[src/rtl/decoder_iter_ctrl_if.sv]
// Handshake and control bundle between the iterative decoder controller and its
// datapath/producer/consumer; master is the controller side.
interface decoder_iter_ctrl_if #(
  parameter int ITER_W = 4
);
  logic              in_valid;
  logic              in_ready;
  logic              llr_load;
  logic              layer_en;
  logic              feedback_sel;
  logic              msg_capture;
  logic [ITER_W-1:0] iter_cnt;
  logic              syndrome_ok;
  logic              flush;
  logic              out_valid;
  logic              out_ready;
  logic              out_early;
  logic [ITER_W-1:0] out_iters;

  modport master (
    input  in_valid, syndrome_ok, flush, out_ready,
    output in_ready, llr_load, layer_en, feedback_sel, msg_capture,
           iter_cnt, out_valid, out_early, out_iters
  );

  modport slave (
    output in_valid, syndrome_ok, flush, out_ready,
    input  in_ready, llr_load, layer_en, feedback_sel, msg_capture,
           iter_cnt, out_valid, out_early, out_iters
  );
endinterface

[src/rtl/decoder_iter_ctrl.sv]
// Iteration controller for a layered LDPC-style decoder: load, iterate, check, report.
// Optional early termination on syndrome is enabled by defining DECODER_EARLY_TERM_EN.
module decoder_iter_ctrl #(
  parameter int N_ITER    = 5,
  parameter int LAYER_LAT = 2,
  parameter int ITER_W    = 4
) (
  input logic                 clk,
  input logic                 rst,
  decoder_iter_ctrl_if.master bus
);

  localparam int LAT_W = (LAYER_LAT > 1) ? $clog2(LAYER_LAT) : 1;
  localparam logic [LAT_W-1:0]  LAT_LAST  = LAT_W'(LAYER_LAT - 1);
  localparam logic [ITER_W-1:0] ITER_LAST = ITER_W'(N_ITER - 1);

  typedef enum logic [2:0] {
    IDLE,
    LOAD,
    RUN,
    CHECK,
    DONE
  } state_t;

  state_t            state;
  logic [LAT_W-1:0]  lat_cnt;
  logic [ITER_W-1:0] iter_q;
  logic [ITER_W-1:0] out_iters_q;
  logic              out_early_q;
  logic              out_valid_q;
  logic              llr_load_q;
  logic              layer_en_q;
  logic              msg_capture_q;
  logic              feedback_sel_q;
  logic              in_ready_q;
  logic              early_exit;

`ifdef DECODER_EARLY_TERM_EN
  assign early_exit = bus.syndrome_ok;
`else
  logic unused_syndrome;
  assign unused_syndrome = bus.syndrome_ok;
  assign early_exit      = 1'b0;
`endif

  // Every output is a register updated together with the state it belongs to,
  // so strobes line up exactly with the state they are decoded from.
  always_ff @(posedge clk or posedge rst) begin
    if (rst) begin
      state          <= IDLE;
      lat_cnt        <= '0;
      iter_q         <= '0;
      out_iters_q    <= '0;
      out_early_q    <= 1'b0;
      out_valid_q    <= 1'b0;
      llr_load_q     <= 1'b0;
      layer_en_q     <= 1'b0;
      msg_capture_q  <= 1'b0;
      feedback_sel_q <= 1'b0;
      in_ready_q     <= 1'b0;
    end else if (bus.flush) begin
      state          <= IDLE;
      lat_cnt        <= '0;
      iter_q         <= '0;
      out_iters_q    <= '0;
      out_early_q    <= 1'b0;
      out_valid_q    <= 1'b0;
      llr_load_q     <= 1'b0;
      layer_en_q     <= 1'b0;
      msg_capture_q  <= 1'b0;
      feedback_sel_q <= 1'b0;
      in_ready_q     <= 1'b1;
    end else begin
      unique case (state)
        IDLE: begin
          if (in_ready_q && bus.in_valid) begin
            state      <= LOAD;
            in_ready_q <= 1'b0;
            llr_load_q <= 1'b1;
          end else begin
            in_ready_q <= 1'b1;
          end
        end
        LOAD: begin
          state          <= RUN;
          llr_load_q     <= 1'b0;
          iter_q         <= '0;
          lat_cnt        <= '0;
          layer_en_q     <= 1'b1;
          feedback_sel_q <= 1'b0;
        end
        RUN: begin
          if (lat_cnt == LAT_LAST) begin
            state         <= CHECK;
            lat_cnt       <= '0;
            msg_capture_q <= 1'b1;
          end else begin
            lat_cnt <= lat_cnt + LAT_W'(1);
          end
        end
        CHECK: begin
          msg_capture_q <= 1'b0;
          // A satisfied syndrome wins over the iteration limit, so out_early
          // reports it even on the last permitted iteration.
          if (early_exit || (iter_q == ITER_LAST)) begin
            state          <= DONE;
            layer_en_q     <= 1'b0;
            feedback_sel_q <= 1'b0;
            out_valid_q    <= 1'b1;
            out_iters_q    <= iter_q + ITER_W'(1);
            out_early_q    <= early_exit;
          end else begin
            state          <= RUN;
            iter_q         <= iter_q + ITER_W'(1);
            feedback_sel_q <= 1'b1;
          end
        end
        DONE: begin
          if (bus.out_ready) begin
            state       <= IDLE;
            out_valid_q <= 1'b0;
            out_iters_q <= '0;
            out_early_q <= 1'b0;
            iter_q      <= '0;
            in_ready_q  <= 1'b1;
          end
        end
        default: state <= IDLE;
      endcase
    end
  end

  assign bus.in_ready     = in_ready_q;
  assign bus.llr_load     = llr_load_q;
  assign bus.layer_en     = layer_en_q;
  assign bus.feedback_sel = feedback_sel_q;
  assign bus.msg_capture  = msg_capture_q;
  assign bus.iter_cnt     = iter_q;
  assign bus.out_valid    = out_valid_q;
  assign bus.out_early    = out_early_q;
  assign bus.out_iters    = out_iters_q;

endmodule
[src/flat_wrapper.sv]
// flat-port wrapper written by rule: the top's interface ports become plain ports
module decoder_iter_ctrl_flat 
#(
  parameter int N_ITER    = 5,
  parameter int LAYER_LAT = 2,
  parameter int ITER_W    = 4
)
  (clk, rst, bus_in_valid, bus_syndrome_ok, bus_flush, bus_out_ready, bus_in_ready, bus_llr_load, bus_layer_en, bus_feedback_sel, bus_msg_capture, bus_iter_cnt, bus_out_valid, bus_out_early, bus_out_iters);
  decoder_iter_ctrl_if #(.ITER_W(ITER_W)) bus_i ();
  input logic clk;
  input logic rst;
  input wire logic [$bits(bus_i.in_valid)-1:0] bus_in_valid;
  input wire logic [$bits(bus_i.syndrome_ok)-1:0] bus_syndrome_ok;
  input wire logic [$bits(bus_i.flush)-1:0] bus_flush;
  input wire logic [$bits(bus_i.out_ready)-1:0] bus_out_ready;
  output wire logic [$bits(bus_i.in_ready)-1:0] bus_in_ready;
  output wire logic [$bits(bus_i.llr_load)-1:0] bus_llr_load;
  output wire logic [$bits(bus_i.layer_en)-1:0] bus_layer_en;
  output wire logic [$bits(bus_i.feedback_sel)-1:0] bus_feedback_sel;
  output wire logic [$bits(bus_i.msg_capture)-1:0] bus_msg_capture;
  output wire logic [$bits(bus_i.iter_cnt)-1:0] bus_iter_cnt;
  output wire logic [$bits(bus_i.out_valid)-1:0] bus_out_valid;
  output wire logic [$bits(bus_i.out_early)-1:0] bus_out_early;
  output wire logic [$bits(bus_i.out_iters)-1:0] bus_out_iters;
  assign bus_i.in_valid = bus_in_valid;
  assign bus_i.syndrome_ok = bus_syndrome_ok;
  assign bus_i.flush = bus_flush;
  assign bus_i.out_ready = bus_out_ready;
  assign bus_in_ready = bus_i.in_ready;
  assign bus_llr_load = bus_i.llr_load;
  assign bus_layer_en = bus_i.layer_en;
  assign bus_feedback_sel = bus_i.feedback_sel;
  assign bus_msg_capture = bus_i.msg_capture;
  assign bus_iter_cnt = bus_i.iter_cnt;
  assign bus_out_valid = bus_i.out_valid;
  assign bus_out_early = bus_i.out_early;
  assign bus_out_iters = bus_i.out_iters;
  decoder_iter_ctrl #(.N_ITER(N_ITER), .LAYER_LAT(LAYER_LAT), .ITER_W(ITER_W)) u_core (.clk(clk), .rst(rst), .bus(bus_i));
endmodule
[config.mk]
export PLATFORM = sky130hd
export DESIGN_NAME = decoder_iter_ctrl_flat
export DESIGN_NICKNAME = d
export VERILOG_FILES = /design/src/rtl/decoder_iter_ctrl_if.sv /design/src/rtl/decoder_iter_ctrl.sv /design/src/flat_wrapper.sv
export SDC_FILE = /design/constraint.sdc
export NUM_CORES = 1
export LEC_CHECK = 0
export ABC_CLOCK_PERIOD_IN_PS = 1450
export CAP_MARGIN = 20
export CORE_ASPECT_RATIO = 1.1
export CORE_MARGIN = 8
export CORE_UTILIZATION = 44
export CTS_BUF_LIST = sky130_fd_sc_hd__clkbuf_16
export DETAILED_ROUTE_END_ITERATION = 16
export GPL_TIMING_DRIVEN = 0
export PLACE_DENSITY = 0.74
export SLEW_MARGIN = 40
export SYNTH_ARGS = -nofsm -noshare
export SYNTH_HDL_FRONTEND = slang
export SYNTH_SLANG_ARGS = --single-unit
[constraint.sdc]
create_clock -name clk -period 1.45 [get_ports clk]
set_clock_uncertainty 0.1 [all_clocks]
set_input_delay 0.2175 -clock clk [delete_from_list [all_inputs] [get_ports clk]]
set_output_delay 0.2175 -clock clk [all_outputs]
set_load 0.005 [all_outputs]
Word level (Yosys, flattened, before mapping):

Index checks and enable logic that the tools add are counted.
Widths: inputs -> output; s select.

* bits in registers: 19
* input port bits: 6
* output and inout bits: 15
* word-level logic and storage cells: 77

* $add $sub $neg: 2
* equal/unequal tests: 10
* mux-type cells: 38
* reductions and logical operators: 16

Operators with widths (number)
* $mux 4: 5
* $reduce_bool 3->1: 6
* $mux 1: 17
* $pmux 1 s2: 8
* $mux 3: 5
* $pmux 3 s5: 1
* $pmux 4 s3: 1
* $ne 3x2->1 const B: 3
* $reduce_and 3->1: 3
* $pmux 4 s2: 1
* $reduce_and 2->1: 4
* $eq 3x2->1 const B: 2
* $ne 3x3->1 const B: 2
* $add 4x1->4 const B: 1
* $eq 4x3->1 const B: 1
* $reduce_bool 4->1: 1
* $eq 3x1->1 const B: 1
* $eq 3x3->1 const B: 1
* $logic_not 3->1: 1
* $add 1x1->1 const B: 1
* $logic_and 1x1->1: 1

Longest topological paths before layout:

Gate-level depths: netlist of the first run.

* word-level depth: 4
* depth in mapped cells: 5
* mapped depth without buffers: 5

Worst setup path before layout of the first run:

OpenSTA, ideal clock, no wires.

* kind: reg-to-reg
* from: reg u_core.iter_q[0], in the netlist u_core.bus.iter_cnt[0]
* to: reg u_core.out_iters_q[0], in the netlist u_core.bus.out_iters[0]
* setup time: 0.121 ns
* data arrival time: 1.268 ns
* data required time: 1.229 ns
* setup slack: -0.040 ns
* cell stages (with the launch flop): 6
* buffers on the path: 0
* clock period less this slack: 1.490 ns
* path through: dfrtp_1 -> inv_1 -> ha_1 -> and3b_1 -> and2_4 -> a32o_2

* cells in the longest elaborated chain, start to end: 4
* elaborated cells on any way between the ends: 7
* classes of those cells: 1 x add/sub; 2 x eq/ne; 3 x mux; 1 x reduce/logical

RTL lines
* start, declared: line decoder_iter_ctrl.sv:27 `logic [ITER_W-1:0] iter_q;`
* start signal, assigned: line decoder_iter_ctrl.sv:114 `iter_q <= iter_q + ITER_W'(1);`
* $add 4x1->4: line decoder_iter_ctrl.sv:110 `out_iters_q <= iter_q + ITER_W'(1);`
* $mux 4: line decoder_iter_ctrl.sv:105 `if (early_exit || (iter_q == ITER_LAST)) begin`
* $pmux 4 s2: line decoder_iter_ctrl.sv:74 `unique case (state)`
* $mux 4: line decoder_iter_ctrl.sv:61 `end else if (bus.flush) begin`
* end signal, assigned: line decoder_iter_ctrl.sv:110
* end, declared: line decoder_iter_ctrl.sv:28 `logic [ITER_W-1:0] out_iters_q;`

Several ways; a longest one is shown, not always the timed one. The select of a mux whose other input is x is not followed.
A chain may end at the register's enable or synchronous reset.

Final worst setup path of the first run:

* from: reg u_core.iter_q[0], in the netlist u_core.bus.iter_cnt[0]
* to: reg u_core.out_iters_q[2], in the netlist u_core.bus.out_iters[2]

Same word-level chain as after synthesis.

==> reports/results.ini, run 1 <==
[status]
outcome = complete, but fails checks
violations = setup timing

[sta]
period_minus_slack_ns = 1.48
slew_violations = 0
max_slew.worst_pin.slew_ns = 0.674
fmax_mhz = 677
tns_ns = -0.0670
hold_ws_ns = 0.267
setup_viol = 4
hold_viol = 0
rsz0062_at_grt = yes
setup_slack_ns = -0.0264
finalCritPeriodShare_pct = 102
slew-limit-headroom_pct = 55.0

[layout]
stdcell_count = 148
final_nets = 129
multiInputGateArea_sq_um = 492
num_antenna_cells = 0
utilization_pct = 68.1
regArea_sq_um = 453
fillers = 152
area_growth_pct = 45.3
drive_gt1_share_pct = 30.8
final_area_sq_mm = 0.00138

[global_route]
grt_max_degree = 19
grt_pass1_wl_um = 3710
grt_util_all_layers_pct = 12.1
grtUsageMet2_pct = 23.1
grtUsageMet1_pct = 11.6
grt_busiest_layer = met2
antenna_found_initial = 0
grt_overflow = 0
use_met3_pct = 2.76
grt_pass1_vias = 870

[routing]
via_count = 803
drc = 0
drt_first_pass_iters = 4
drt_iter0_drc = 8
post_drt_wl_per_cell_um = 15.4
avgViaCountPerCell = 5.43
route.antenna.remaining_nets = 0
routed_wl_um = 2280

[worst_setup_path]
start_kind = flop
setup.worst_path.start = u_core.bus.iter_cnt[0]
crit_fanout = 5
worstReg2RegStart = u_core.bus.iter_cnt[0]
crit_arrival_ns = 1.56
path_class = reg -> reg
critical_path_required_ns = 1.53
end_kind = flop

[power_and_ir_drop]
seq_power_share_pct = 43.6
internal_power_mw = 0.962
clkPwrFrac_pct = 44.2
vdd.ir_drop.worst_mv = 0.748
leakagePower_nw = 0.655
p_sw_mw = 0.266
swShare_pct = 21.6
combPwrFrac_pct = 12.2
power.total_mw = 1.23
cellPowerDensity_mw_per_mm2 = 892

[floorplanning]
core_sq_mm = 0.00202
io_pins = 21
die_h_um = 64.7
die_w_um = 60.2
die_area_sq_mm = 0.00389
row_count = 17
initial_core_util_pct = 46.9

[placement]
gp_congestion = 0.833
port_buffers = 18
dpl_worst_slack_ns = -0.258
dp_cells = 134
placed_area_sq_mm = 0.00117
dp_hpwl_um = 1530

[flow_run]
maxCapViolations = 0

[clock_network]
htreeDepth = 1
clkSlewWorstSetupHoldPaths_ns = 0.05
cts_made_buffers = 3
clkLatencyLatePin_ns = 0.25
clockBufferDepth = 2
clock-root-buffer = clkbuf_16
clock_sink_count = 18
cts_tree = done

[min_path]
hp-class = in -> async

[logic_synthesis]
async_flop_share_pct = 100
yosysTopAreaCell = dfrtp_1
syn_nets = 96
syn_inst = 88
ys_top_cells_by_area = dfrtp_1, a31oi_1, ha_1
synth_commonest_cells = dfrtp_1, inv_1, o21ai_0
synth_top_area_share_pct = 47.6
ys_warn_count = 0
syn_area_sq_um = 947
synth_area_per_cell_sq_um = 10.8
synth_flop_cell = dfrtp_1
ys_seq_area_share_pct = 47.6
synth_enable_flop_cells = 0
yosysMostFrequentCell = dfrtp_1
ys_ff_latch = 18
yosysUniqueCellTypes = 37

==> cells by family (layout without fill, tap and decap cells) <==
kind of cell,after synthesis,count (layout),synth area share (%)
adders and majority gates,2,2,2.64
AOI/OAI and AO/OA,26,26,21.9
buffers and inverters,11,43,6.21
muxes,1,1,1.19
other,1,1,0.396
and+or+nand+nor,28,28,19.2
xor gates and xnor gates,1,1,0.925
DFF,18,18,47.6
==> routing by layer <==
metal | wire length, um | part of all wire [%] | vias to the layer above
met5 | 0 | 0 | -
met4 | 44 | 1.9 | 0
met3 | 114 | 5.0 | 5
met2 | 1190 | 52 | 17
met1 | 938 | 41 | 393
li1 | - | - | 388
==> state kept, by name, summed over array words and instances (netlist names) <==
| signal | flops |
|---|---|
| u_core.bus.iter_cnt | 4 |
| u_core.bus.out_iters | 4 |
| u_core.state | 3 |
| u_core.bus.feedback_sel | 1 |
| u_core.bus.in_ready | 1 |
| u_core.bus.layer_en | 1 |
| u_core.bus.llr_load | 1 |
| u_core.bus.msg_capture | 1 |
| u_core.bus.out_valid | 1 |
| u_core.lat_cnt | 1 |
==> worst max-delay path, cell delays in order (launching register included) <==
cell      delay, ns
dfrtp_1        0.37
inv_2          0.06
ha_4           0.15
and3b_2        0.24
a211oi_4       0.32
a32o_1         0.17
==> worst paths after layout <==
path | end | slack, ns | cells after the start
min in group clk | u_core.state[1] | 0.38 | 3
worst min register to register | u_core.bus.out_iters[3] | 0.39 | 1
worst max register to register | u_core.bus.out_iters[2] | -0.03 | 5
worst min-delay path | u_core.bus.msg_capture | 0.27 | 2
max in group asynchronous | u_core.state[0] | 0.51 | 2
worst max-delay path | u_core.bus.out_iters[2] | -0.03 | 5
==> cells in the final DEF (no fill, tap or decap), types with 2 or more instances in the layout <==
master	count
a22o_1	2
o32ai_1	2
a32o_1	2
clkdlybuf4s50_1	13
and3_1	2
nor3_1	3
a31oi_1	4
inv_1	4
a32o_2	2
dfrtp_2	2
o21ai_0	5
buf_2	2
nand2b_1	2
inv_2	2
nand2_1	4
clkbuf_16	3
nor2_1	3
dfrtp_1	16
dlymetal6s2s_1	3
or3_1	2
a21oi_1	4
buf_4	13
==> area by class of cell <==
type,count,area share (%)
multi-input cells,59,35.7
flip-flops and latches,18,32.9
repair buffers,28,18.8
clock buffers,3,5.45
plain buffers,5,2.64
well taps,28,2.55
inverters,6,1.64
clock inverters,1,0.273
==> power by group through the flow <==
stage	Combinational [mW]	Clock, mW	Sequential [mW]
floorplan	0.0809	0	0.540
global placement	0.130	0	0.541
detailed placement	0.133	0	0.542
CTS	0.143	0.553	0.533
global route	0.164	0.570	0.537
finish	0.150	0.543	0.536
==> what timing repair did <==
| action | in CTS | in global routing |
|---|---|---|
| hold endpoints to repair | 0 | 0 |
| pin swaps | 1 | 3 |
| setup buffers | 8 | 2 |
| gates resized for setup | 5 | 12 |
| endpoints found under the setup margin | 12 | 11 |
| hold buffers | 0 | 0 |
No activity file was read; power rests on OpenSTA's default activity.
==> inputs of run 2 (changes only) <==
CORE_MARGIN = default   (was 8)
MAX_ROUTING_LAYER = met4   (was default)
==> run 2 against run 1 <==
  * The flow still finishes with violations (setup timing)
  * Wire length up 1.5%
  * Sequential cell count stayed put
  * Combinational power rose by 5%
  * Clock power fell by 0.7%
  * Sequential power about the same
  * Critical endpoint is now u_core.bus.out_iters[3]
==> reports/results.ini, run 2 (synthesis results as in run 1) <==
[sta]
slew_violations = 0  ; unchanged
hold_viol = 0  ; unchanged
period_minus_slack_ns = 1.49  ; +0.0181 ns
max_slew.worst_pin.slew_ns = 0.674  ; +0.000307 ns
finalCritPeriodShare_pct = 103  ; +1.2 points
setup_viol = 5  ; +1
hold_ws_ns = 0.270  ; +0.00276 ns
fmax_mhz = 669  ; -1.2%
slew-limit-headroom_pct = 55.0  ; about the same
setup_slack_ns = -0.0445  ; -0.0181 ns
rsz0062_at_grt = yes

[clock_network]
clockBufferDepth = 2  ; unchanged
clock-root-buffer = clkbuf_16
cts_hold_buf = 0  ; unchanged
htreeDepth = 1  ; unchanged
cts_made_buffers = 3  ; unchanged
clkSlewWorstSetupHoldPaths_ns = 0.05  ; about the same
cts_tree = done
clkLatencyLatePin_ns = 0.25  ; about the same
clock_sink_count = 18  ; unchanged

[global_route]
antenna_found_initial = 0  ; unchanged
grt_pass1_vias = 803  ; -7.7%
grt_pass1_wl_um = 3660  ; -1.3%
grt_overflow = 0  ; unchanged
grt_max_degree = 19  ; unchanged
grt_util_all_layers_pct = 22.5  ; +10 points

[floorplanning]
die_h_um = 50.7  ; -22%
row_count = 17  ; unchanged
die_area_sq_mm = 0.00234  ; -40%
die_w_um = 46.2  ; -23%
core_sq_mm = 0.00202  ; unchanged
initial_core_util_pct = 46.9  ; unchanged
io_pins = 21  ; unchanged

[layout]
final_cell_mix = dfrtp_1, clkdlybuf4s50_1, buf_4
area_growth_pct = 47.2
stdcell_count = 147  ; -0.68%
final_nets = 129  ; unchanged
num_antenna_cells = 0  ; unchanged
utilization_pct = 69.0  ; +0.87 points
drive_gt1_share_pct = 31.9  ; +1.1 points
final_common_cell = dfrtp_1

[worst_setup_path]
critical_path_required_ns = 1.53  ; about the same
start_kind = flop
end_kind = flop
path_class = reg -> reg
crit_fanout = 4  ; -1
crit_arrival_ns = 1.58  ; +0.02 ns

[power_and_ir_drop]
vdd.ir_drop.worst_mv = 0.629  ; -16%
leakagePower_nw = 0.647  ; -1.2%
cellPowerDensity_mw_per_mm2 = 884  ; -0.97%

[routing]
routed_wl_um = 2320  ; +1.5%
post_drt_wl_per_cell_um = 15.8  ; +2.2%
via_count = 827  ; +3.0%
drt_first_pass_iters = 4  ; unchanged
drc = 0  ; unchanged
avgViaCountPerCell = 5.63  ; +3.7%
drt_iter0_drc = 11  ; +3
route.antenna.remaining_nets = 0  ; unchanged

[placement]
dp_cells = 134  ; unchanged
dp_hpwl_um = 1350  ; -12%
dpl_worst_slack_ns = -0.260  ; -0.00184 ns
gp_congestion = 0.833  ; about the same
port_buffers = 18  ; unchanged

[status]
outcome = complete, but fails checks
violations = setup timing

[min_path]
hp-class = in -> async

[flow_run]
maxCapViolations = 0  ; unchanged

[run 2: metal layers]
layer / share of wire (%) / global-route usage (%)
met1: 42 / 28.5
met2: 51 / 34.5
met3: 4.0 / 3.96
met4: 3.0 / 9.80
met5: 0 / -
[run 2: cell type report]
cell class,count,area [sq um]
inverters,6,22.5
flip-flops and latches,18,453
multi-input cells,59,507
well taps,28,35.0
repair buffers,28,263
fillers,148,627
plain buffers,5,38.8
clock buffers,3,75.1
[run 2: timing repair]
item                                    4_1_cts  5_1_grt
gates resized for setup                       6       14
endpoints found under the setup margin       10       10
setup buffers                                 7        3
endpoints found under the hold margin         0        0
pin swaps                                     1        5
[run 2: report_power, final]
part,leakage [nW],internal (mW),switching [mW],total [mW]
clock network,0.0370,0.363,0.177,0.539
registers,0.241,0.520,0.0143,0.534
logic,0.369,0.0788,0.0791,0.158
[run 2: final timing paths]
kind / end / slack (ns) / from / cells past startpoint
max in group asynchronous: u_core.state[0] / 0.51 / rst / 2
min reg2reg: u_core.bus.out_iters[2] / 0.39 / u_core.bus.out_iters[2] / 1
min: u_core.bus.out_iters[1] / 0.27 / rst / 2
max: u_core.bus.out_iters[3] / -0.04 / u_core.bus.iter_cnt[0] / 5
max reg2reg: u_core.bus.out_iters[3] / -0.04 / u_core.bus.iter_cnt[0] / 5
min in group clk: u_core.bus.out_iters[2] / 0.39 / u_core.bus.out_iters[2] / 1
[run 2: worst max-delay path, cell delays in order (launching register included)]
cell,delay (ns)
dfrtp_1,0.38
inv_2,0.07
ha_4,0.15
and3b_2,0.24
a211oi_4,0.31
a32o_2,0.18
[run 2: per-stage QoR]
| stage | power, mW | instance area, sq um | TNS, ns |
|---|---|---|---|
| after global placement | 0.670 | 1170 | -1.27 |
| after global routing | 1.28 | 1390 | -0.455 |
| after floorplan | 0.621 | 951 | -0.0155 |
| final | 1.23 | 1390 | -0.148 |
| after CTS | 1.22 | 1310 | -0.00245 |
| after detailed placement | 0.673 | 1170 | -1.40 |
